**src/rtl/awg_pkg.sv**
```systemverilog
// Shared wave/field codes for the AWG front panel (awg_ctrl) and sig_gen.
// Helper functions give the next waveform and the next selected field.
package awg_pkg;

    typedef enum logic [4:0] {
        WAVE_SAW = 5'd0,
        WAVE_TRI = 5'd1,
        WAVE_SQR = 5'd2,
        WAVE_SIN = 5'd3,
        WAVE_OFF = 5'd10
    } wave_e;

    typedef enum logic [1:0] {
        FLD_FREQ  = 2'd0,
        FLD_AMP   = 2'd1,
        FLD_PHASE = 2'd2
    } field_e;

    function automatic wave_e nextWave(input wave_e w);
        case (w)
            WAVE_SAW: nextWave = WAVE_TRI;
            WAVE_TRI: nextWave = WAVE_SQR;
            WAVE_SQR: nextWave = WAVE_SIN;
            WAVE_SIN: nextWave = WAVE_OFF;
            default:  nextWave = WAVE_SAW;
        endcase
    endfunction

    function automatic field_e nextField(input field_e f);
        case (f)
            FLD_FREQ: nextField = FLD_AMP;
            FLD_AMP:  nextField = FLD_PHASE;
            default:  nextField = FLD_FREQ;
        endcase
    endfunction

endpackage

```
**src/rtl/awg_debounce.sv**
```systemverilog
// One push key: 2-FF synchroniser, stability counter and press (1->0) detector.
// The debounced level resets to "pressed" so a key held through reset must be released first.
module awg_debounce
    import awg_pkg::*;
#(
    parameter logic [19:0] DEBOUNCE_CYC = 20'd500000
) (
    input  logic clk,
    input  logic rst_n,
    input  logic key_n,
    output logic press
);

    localparam int CW = $clog2(DEBOUNCE_CYC);
    localparam logic [CW-1:0] CNT_LAST = CW'(DEBOUNCE_CYC - 20'd1);

    logic [1:0]    sync_q;
    logic [CW-1:0] cnt_q;
    logic          level_q;
    logic          press_q;

    // sync_q[1] is the synchronised level; a mismatch with sync_q[0] means it is about to change
    always_ff @(posedge clk or negedge rst_n) begin
        if (!rst_n) begin
            sync_q  <= 2'b00;
            cnt_q   <= '0;
            level_q <= 1'b0;
            press_q <= 1'b0;
        end else begin
            sync_q  <= {sync_q[0], key_n};
            press_q <= 1'b0;
            if (sync_q[1] != sync_q[0]) begin
                cnt_q <= '0;
            end else if (cnt_q == CNT_LAST) begin
                level_q <= sync_q[1];
                press_q <= level_q & ~sync_q[1];
            end else begin
                cnt_q <= cnt_q + CW'(1);
            end
        end
    end

    assign press = press_q;

endmodule

```
**src/rtl/awg_ctrl.sv**
```systemverilog
// Front-panel control for sig_gen: debounced keys drive waveform/field FSMs and value registers.
// Define AWG_AUTO_CYCLE_EN to add a free-running counter that advances the waveform every AUTO_PERIOD cycles.
module awg_ctrl
    import awg_pkg::*;
#(
    parameter logic [19:0] DEBOUNCE_CYC = 20'd500000,
    parameter logic [11:0] FREQ_RST     = 12'd1,
    parameter logic [11:0] FREQ_MAX     = 12'hFFF,
    parameter logic [11:0] FREQ_STEP    = 12'd1,
    parameter logic [7:0]  PHASE_STEP   = 8'd8
`ifdef AWG_AUTO_CYCLE_EN
    ,
    parameter logic [25:0] AUTO_PERIOD  = 26'd50000000
`endif
) (
    input  logic        clk,
    input  logic        rst_n,
    input  logic        key_wave_n,
    input  logic        key_sel_n,
    input  logic        key_up_n,
    input  logic        key_down_n,
    output logic [4:0]  state,
    output logic [11:0] state_freq,
    output logic [2:0]  state_amp,
    output logic [7:0]  state_phase,
    output logic [1:0]  sel_field,
    output logic        param_chg
);

    logic pressWave, pressSel, pressUp, pressDown;

    awg_debounce #(.DEBOUNCE_CYC(DEBOUNCE_CYC)) u_dbWave (.clk(clk), .rst_n(rst_n), .key_n(key_wave_n), .press(pressWave));
    awg_debounce #(.DEBOUNCE_CYC(DEBOUNCE_CYC)) u_dbSel  (.clk(clk), .rst_n(rst_n), .key_n(key_sel_n),  .press(pressSel));
    awg_debounce #(.DEBOUNCE_CYC(DEBOUNCE_CYC)) u_dbUp   (.clk(clk), .rst_n(rst_n), .key_n(key_up_n),   .press(pressUp));
    awg_debounce #(.DEBOUNCE_CYC(DEBOUNCE_CYC)) u_dbDown (.clk(clk), .rst_n(rst_n), .key_n(key_down_n), .press(pressDown));

    wave_e       wave_q, wave_d;
    field_e      fld_q, fld_d;
    logic [11:0] freq_q, freq_d;
    logic [2:0]  amp_q, amp_d;
    logic [7:0]  phase_q, phase_d;
    logic        chg_q, chg_d;
    logic        waveAdv, adjUp, adjDown;
    logic [12:0] freqSum, freqDiff;

`ifdef AWG_AUTO_CYCLE_EN
    logic [25:0] autoCnt_q;
    logic        autoTick;

    assign autoTick = (autoCnt_q == AUTO_PERIOD - 26'd1);
    // A manual press restarts the period; press and tick together still advance only once
    assign waveAdv  = pressWave | autoTick;

    always_ff @(posedge clk or negedge rst_n) begin
        if (!rst_n) begin
            autoCnt_q <= '0;
        end else if (pressWave || autoTick) begin
            autoCnt_q <= '0;
        end else begin
            autoCnt_q <= autoCnt_q + 26'd1;
        end
    end
`else
    assign waveAdv = pressWave;
`endif

    // Edits apply to the field selected before any same-cycle sel press
    always_comb begin
        wave_d   = wave_q;
        fld_d    = fld_q;
        freq_d   = freq_q;
        amp_d    = amp_q;
        phase_d  = phase_q;
        adjUp    = pressUp & ~pressDown;
        adjDown  = pressDown & ~pressUp;
        freqSum  = {1'b0, freq_q} + {1'b0, FREQ_STEP};
        freqDiff = {1'b0, freq_q} - {1'b0, FREQ_STEP};
        if (waveAdv) begin
            wave_d = nextWave(wave_q);
        end
        case (fld_q)
            FLD_FREQ: begin
                if (adjUp) begin
                    freq_d = (freqSum > {1'b0, FREQ_MAX}) ? FREQ_MAX : freqSum[11:0];
                end else if (adjDown) begin
                    freq_d = freqDiff[12] ? 12'd0 : freqDiff[11:0];
                end
            end
            FLD_AMP: begin
                if (adjUp && amp_q != 3'd7) begin
                    amp_d = amp_q + 3'd1;
                end else if (adjDown && amp_q != 3'd0) begin
                    amp_d = amp_q - 3'd1;
                end
            end
            FLD_PHASE: begin
                if (adjUp) begin
                    phase_d = phase_q + PHASE_STEP;
                end else if (adjDown) begin
                    phase_d = phase_q - PHASE_STEP;
                end
            end
            default: ;
        endcase
        if (pressSel) begin
            fld_d = nextField(fld_q);
        end
        chg_d = (wave_d != wave_q) | (fld_d != fld_q) | (freq_d != freq_q) |
                (amp_d != amp_q) | (phase_d != phase_q);
    end

    always_ff @(posedge clk or negedge rst_n) begin
        if (!rst_n) begin
            wave_q  <= WAVE_SAW;
            fld_q   <= FLD_FREQ;
            freq_q  <= FREQ_RST;
            amp_q   <= 3'd7;
            phase_q <= 8'd0;
            chg_q   <= 1'b0;
        end else begin
            wave_q  <= wave_d;
            fld_q   <= fld_d;
            freq_q  <= freq_d;
            amp_q   <= amp_d;
            phase_q <= phase_d;
            chg_q   <= chg_d;
        end
    end

    assign state       = wave_q;
    assign state_freq  = freq_q;
    assign state_amp   = amp_q;
    assign state_phase = phase_q;
    assign sel_field   = fld_q;
    assign param_chg   = chg_q;

endmodule

```
**config.mk**
```make
export PLATFORM = sky130hd
export DESIGN_NAME = awg_ctrl
export DESIGN_NICKNAME = d
export VERILOG_FILES = /design/src/rtl/awg_pkg.sv /design/src/rtl/awg_debounce.sv /design/src/rtl/awg_ctrl.sv
export SDC_FILE = /design/constraint.sdc
export NUM_CORES = 1
export LEC_CHECK = 0
export BUFFER_PORTS_ARGS = -buffer_cell sky130_fd_sc_hd__buf_4
export CAP_MARGIN = 20
export CORE_MARGIN = 1.5
export CORE_UTILIZATION = 47
export DETAILED_ROUTE_END_ITERATION = 8
export GPL_ROUTABILITY_DRIVEN = 0
export GPL_TIMING_DRIVEN = 0
export PLACE_DENSITY = 0.71
export SKIP_CTS_REPAIR_TIMING = 1
export SLEW_MARGIN = 20
export SYNTH_ARGS = -nofsm -noshare
export SYNTH_HDL_FRONTEND = slang
export SYNTH_HIERARCHICAL = 1
export SYNTH_SLANG_ARGS = --single-unit
export TNS_END_PERCENT = 30
```
**constraint.sdc**
```tcl
create_clock -name clk -period 2.55 [get_ports clk]
set_clock_uncertainty 0.05 [all_clocks]
set_input_delay 0.255 -clock clk [delete_from_list [all_inputs] [get_ports clk]]
set_output_delay 0.255 -clock clk [all_outputs]
set_load 0.05 [all_outputs]
```
==> flow_summary.ini <==
[synth]
synth_mux_area_share_pct = 0.442
synth.cell_area_sq_mm = 0.00737
synth_simple_gate_area_share_pct = 29.3
synth_xor_area_share_pct = 4.99
seq_area_frac_synth_pct = 40.8
synth_cell_types = 73
syn_avg_cell_area_sq_um = 9.52
synthFlopType = dfrtp_1
synth_warnings = 6
synth_adder_area_share_pct = 2.89
synth-seq-cells = 120
synth_compound_area_share_pct = 17.8
synth_edf_count = 0
async_flop_share_pct = 100
synth_top_family_by_area = simple AND/OR/NAND/NOR gates
syn_inst = 774

[clock_tree]
clkLatencyLatePin_ps = 410
cts_max_path_buffers = 2
clockRootBuffer = clkbuf_16
cts_tree = yes
cts_buffers = 17
path_clk_slew_ps = 60
cts.sinks = 120
htreeDepth = 4

[floorplan]
rows = 45
floorplan.initialDensity_pct = 48.3
die_w_um = 128
coreArea_sq_mm = 0.0153
pin_count = 37
die_area_sq_mm = 0.0164
die_height_um = 128

[route]
finalWirelength_um = 17500
m1WireLength_um = 8110
via_count = 6478
highest_layer = met4
met3_length_um = 977
ant_nets = 0
wl_per_cell_um = 16.4
dr.pass1.iters = 5
drc = 0
route.met2.wl_um = 8080
drt-initial-drc-count = 722
via_per_inst = 6.06

[grt]
grt_overflow = 0
grt_usage_pct = 21.9
antenna_found_initial = 0
grt_pass1_wl_um = 28900
grt_pass1_vias = 5891
grt_max_degree = 73

[sta]
setup_violations = 2
fin_crit_sh_pct = 105
slew_headroom_pct = 46.5
drv_slew = 0
tns_ps = -252
min_period_ps = 2680
hold_ws_ps = 311
postLayoutSetupSlackWorst_ps = -128
fmax_ghz = 0.373
hold_violations = 0
worst_slew_pin_slew_ps = 796
rsz0062_at_grt = yes

[power_and_ir_drop]
powerDensity_mw_per_mm2 = 542
p_leak_nw = 3.52
netSwitchingPower_mw = 1.03
comb_power_share_pct = 4.2
switching_share_pct = 21.5
peakVddDrop_v = 0.000511
clock_power_share_pct = 53.7
seqPwrFrac_pct = 42.1
p_int_mw = 3.74
power_mw = 4.76

[placed_design]
dp_slack_ps = -470
dpl.hpwl_um = 11800
port_buffers = 33
post_dp_cell_area_sq_mm = 0.00794
dp.cells = 1021

[layout]
syn_to_final_growth_pct = 19.3
drive_above_1_share_pct = 19.0
post-route-util_pct = 57.6
layout_commonest_cell = dfrtp_1
layout.cells.non_filler = 1069
multiInputGateArea_sq_mm = 0.00418
layout_common_cells = 115 x dfrtp_1, 64 x nand2_1, 51 x buf_4, 51 x nor2_1, 44 x a21oi_1
fin_area_sq_mm = 0.00879
register_area_sq_mm = 0.00301
antennaDiodeCount = 0
fillers = 1364
fin_nets = 869

[flow_run]
cap_viol_max_count = 0

[critical_path]
critical_path_arrival_ps = 2960
crit_chain = inv_2 > ha_2 > or3b_4 > nor4_4 > o221ai_2 > o211ai_1 > buf_4 > nand2_1 > a21boi_1
crit_required_ps = 2830
r2r.worst_path.cells = 9
cp_max_fo = 8
critical-path-slowest-cell = dfstp_4
crit_type = flop to flop
crit_path_max_incr_delay_ps = 670
worstSetupEndpointType = flop
startpoint_type = flop

[hold_path]
hold_path_class = primary input to asynchronous set/reset pin

[status]
violations = setup timing
status = finished with violations
==> kinds of logic after synthesis <==
logic type | after synthesis
AND/OR/NAND/NOR | 337
flip-flops | 120
buffers and inverters | 57
XOR/XNOR | 42
adder cells (fa/ha/maj) | 17
multiplexers | 3
AO/OA/AOI/OAI | 197
other | 1
==> worst paths after layout <==
kind                                endpoint  slack (ps)           start
setup / recovery               state_freq[3]        -130   state_freq[0]
hold / removal             u_dbWave/cnt_q[7]         310           rst_n
setup reg to reg               state_freq[3]        -130   state_freq[0]
hold reg to reg               state_phase[7]         420  state_phase[7]
max in group asynchronous       state_amp[0]        1400           rst_n
min in group clk              state_phase[7]         420  state_phase[7]
==> power groups by stage <==
stage | sequential, mW | combinational, mW | clock [mW]
finish | 2.01 | 0.200 | 2.56
global route | 2.02 | 0.231 | 2.70
CTS | 2.01 | 0.199 | 2.61
detailed placement | 2.04 | 0.200 | 0
global placement | 2.04 | 0.188 | 0
floorplan | 2.02 | 0.115 | 0
==> layout make-up <==
cell class | instances | area share (%)
Buffer | 30 | 1.95
Clock buffer | 23 | 5.55
Clock inverter | 8 | 1.62
Inverter | 27 | 1.15
Multi-Input combinational cell | 599 | 47.6
Sequential cell | 120 | 34.3
Tap cell | 211 | 3.00
Timing Repair Buffer | 51 | 4.81
==> Yosys cell counts, drive strengths merged (16+ instances only) <==
| cell | number | area share, % |
|---|---|---|
| nor3 | 20 | 1.4 |
| a21oi | 44 | 3.0 |
| a31oi | 19 | 1.6 |
| buf | 16 | 1.6 |
| dfrtp | 116 | 39 |
| nand4 | 20 | 1.7 |
| nand2 | 68 | 3.6 |
| nor2 | 51 | 2.6 |
| nand3 | 41 | 3.1 |
| xnor2 | 35 | 4.2 |
| or4 | 33 | 4.0 |
| o211ai | 17 | 1.7 |
| nor4 | 31 | 4.7 |
| o21ai | 45 | 3.1 |
| ha | 17 | 2.9 |
| inv | 26 | 1.3 |
==> registers in the layout, indices dropped and copies added, names as in the netlist <==
signal            cells
u_dbDown/sync_q       2
u_dbSel/press         1
u_dbSel/level_q       1
u_dbDown/cnt_q       19
u_dbUp/sync_q         2
u_dbWave/cnt_q       19
u_dbWave/sync_q       2
u_dbSel/cnt_q        19
u_dbWave/press        1
param_chg             1
state                 5
state_phase           5
u_dbUp/cnt_q         19
u_dbWave/level_q      1
u_dbDown/level_q      1
sel_field             2
u_dbSel/sync_q        2
u_dbUp/level_q        1
u_dbDown/press        1
state_amp             3
u_dbUp/press          1
state_freq           12
==> metal layers <==
| metal | track usage (%) | vias up |
|---|---|---|
| met2 | 33.3 | 209 |
| met3 | 5.05 | 35 |
| met5 | 0 | - |
| met1 | 30.5 | 3126 |
| li1 | - | 3108 |
| met4 | 7.93 | 0 |
==> worst max-delay path, delay by kind of cell (launching register included) <==
family | cells | cell delay, ps
buffers and inverters | 2 | 250
and+or+nand+nor | 3 | 630
adders and majority gates | 1 | 330
DFF | 1 | 670
AOI/OAI and AO/OA | 3 | 670
(Power assumes the default switching activity.)
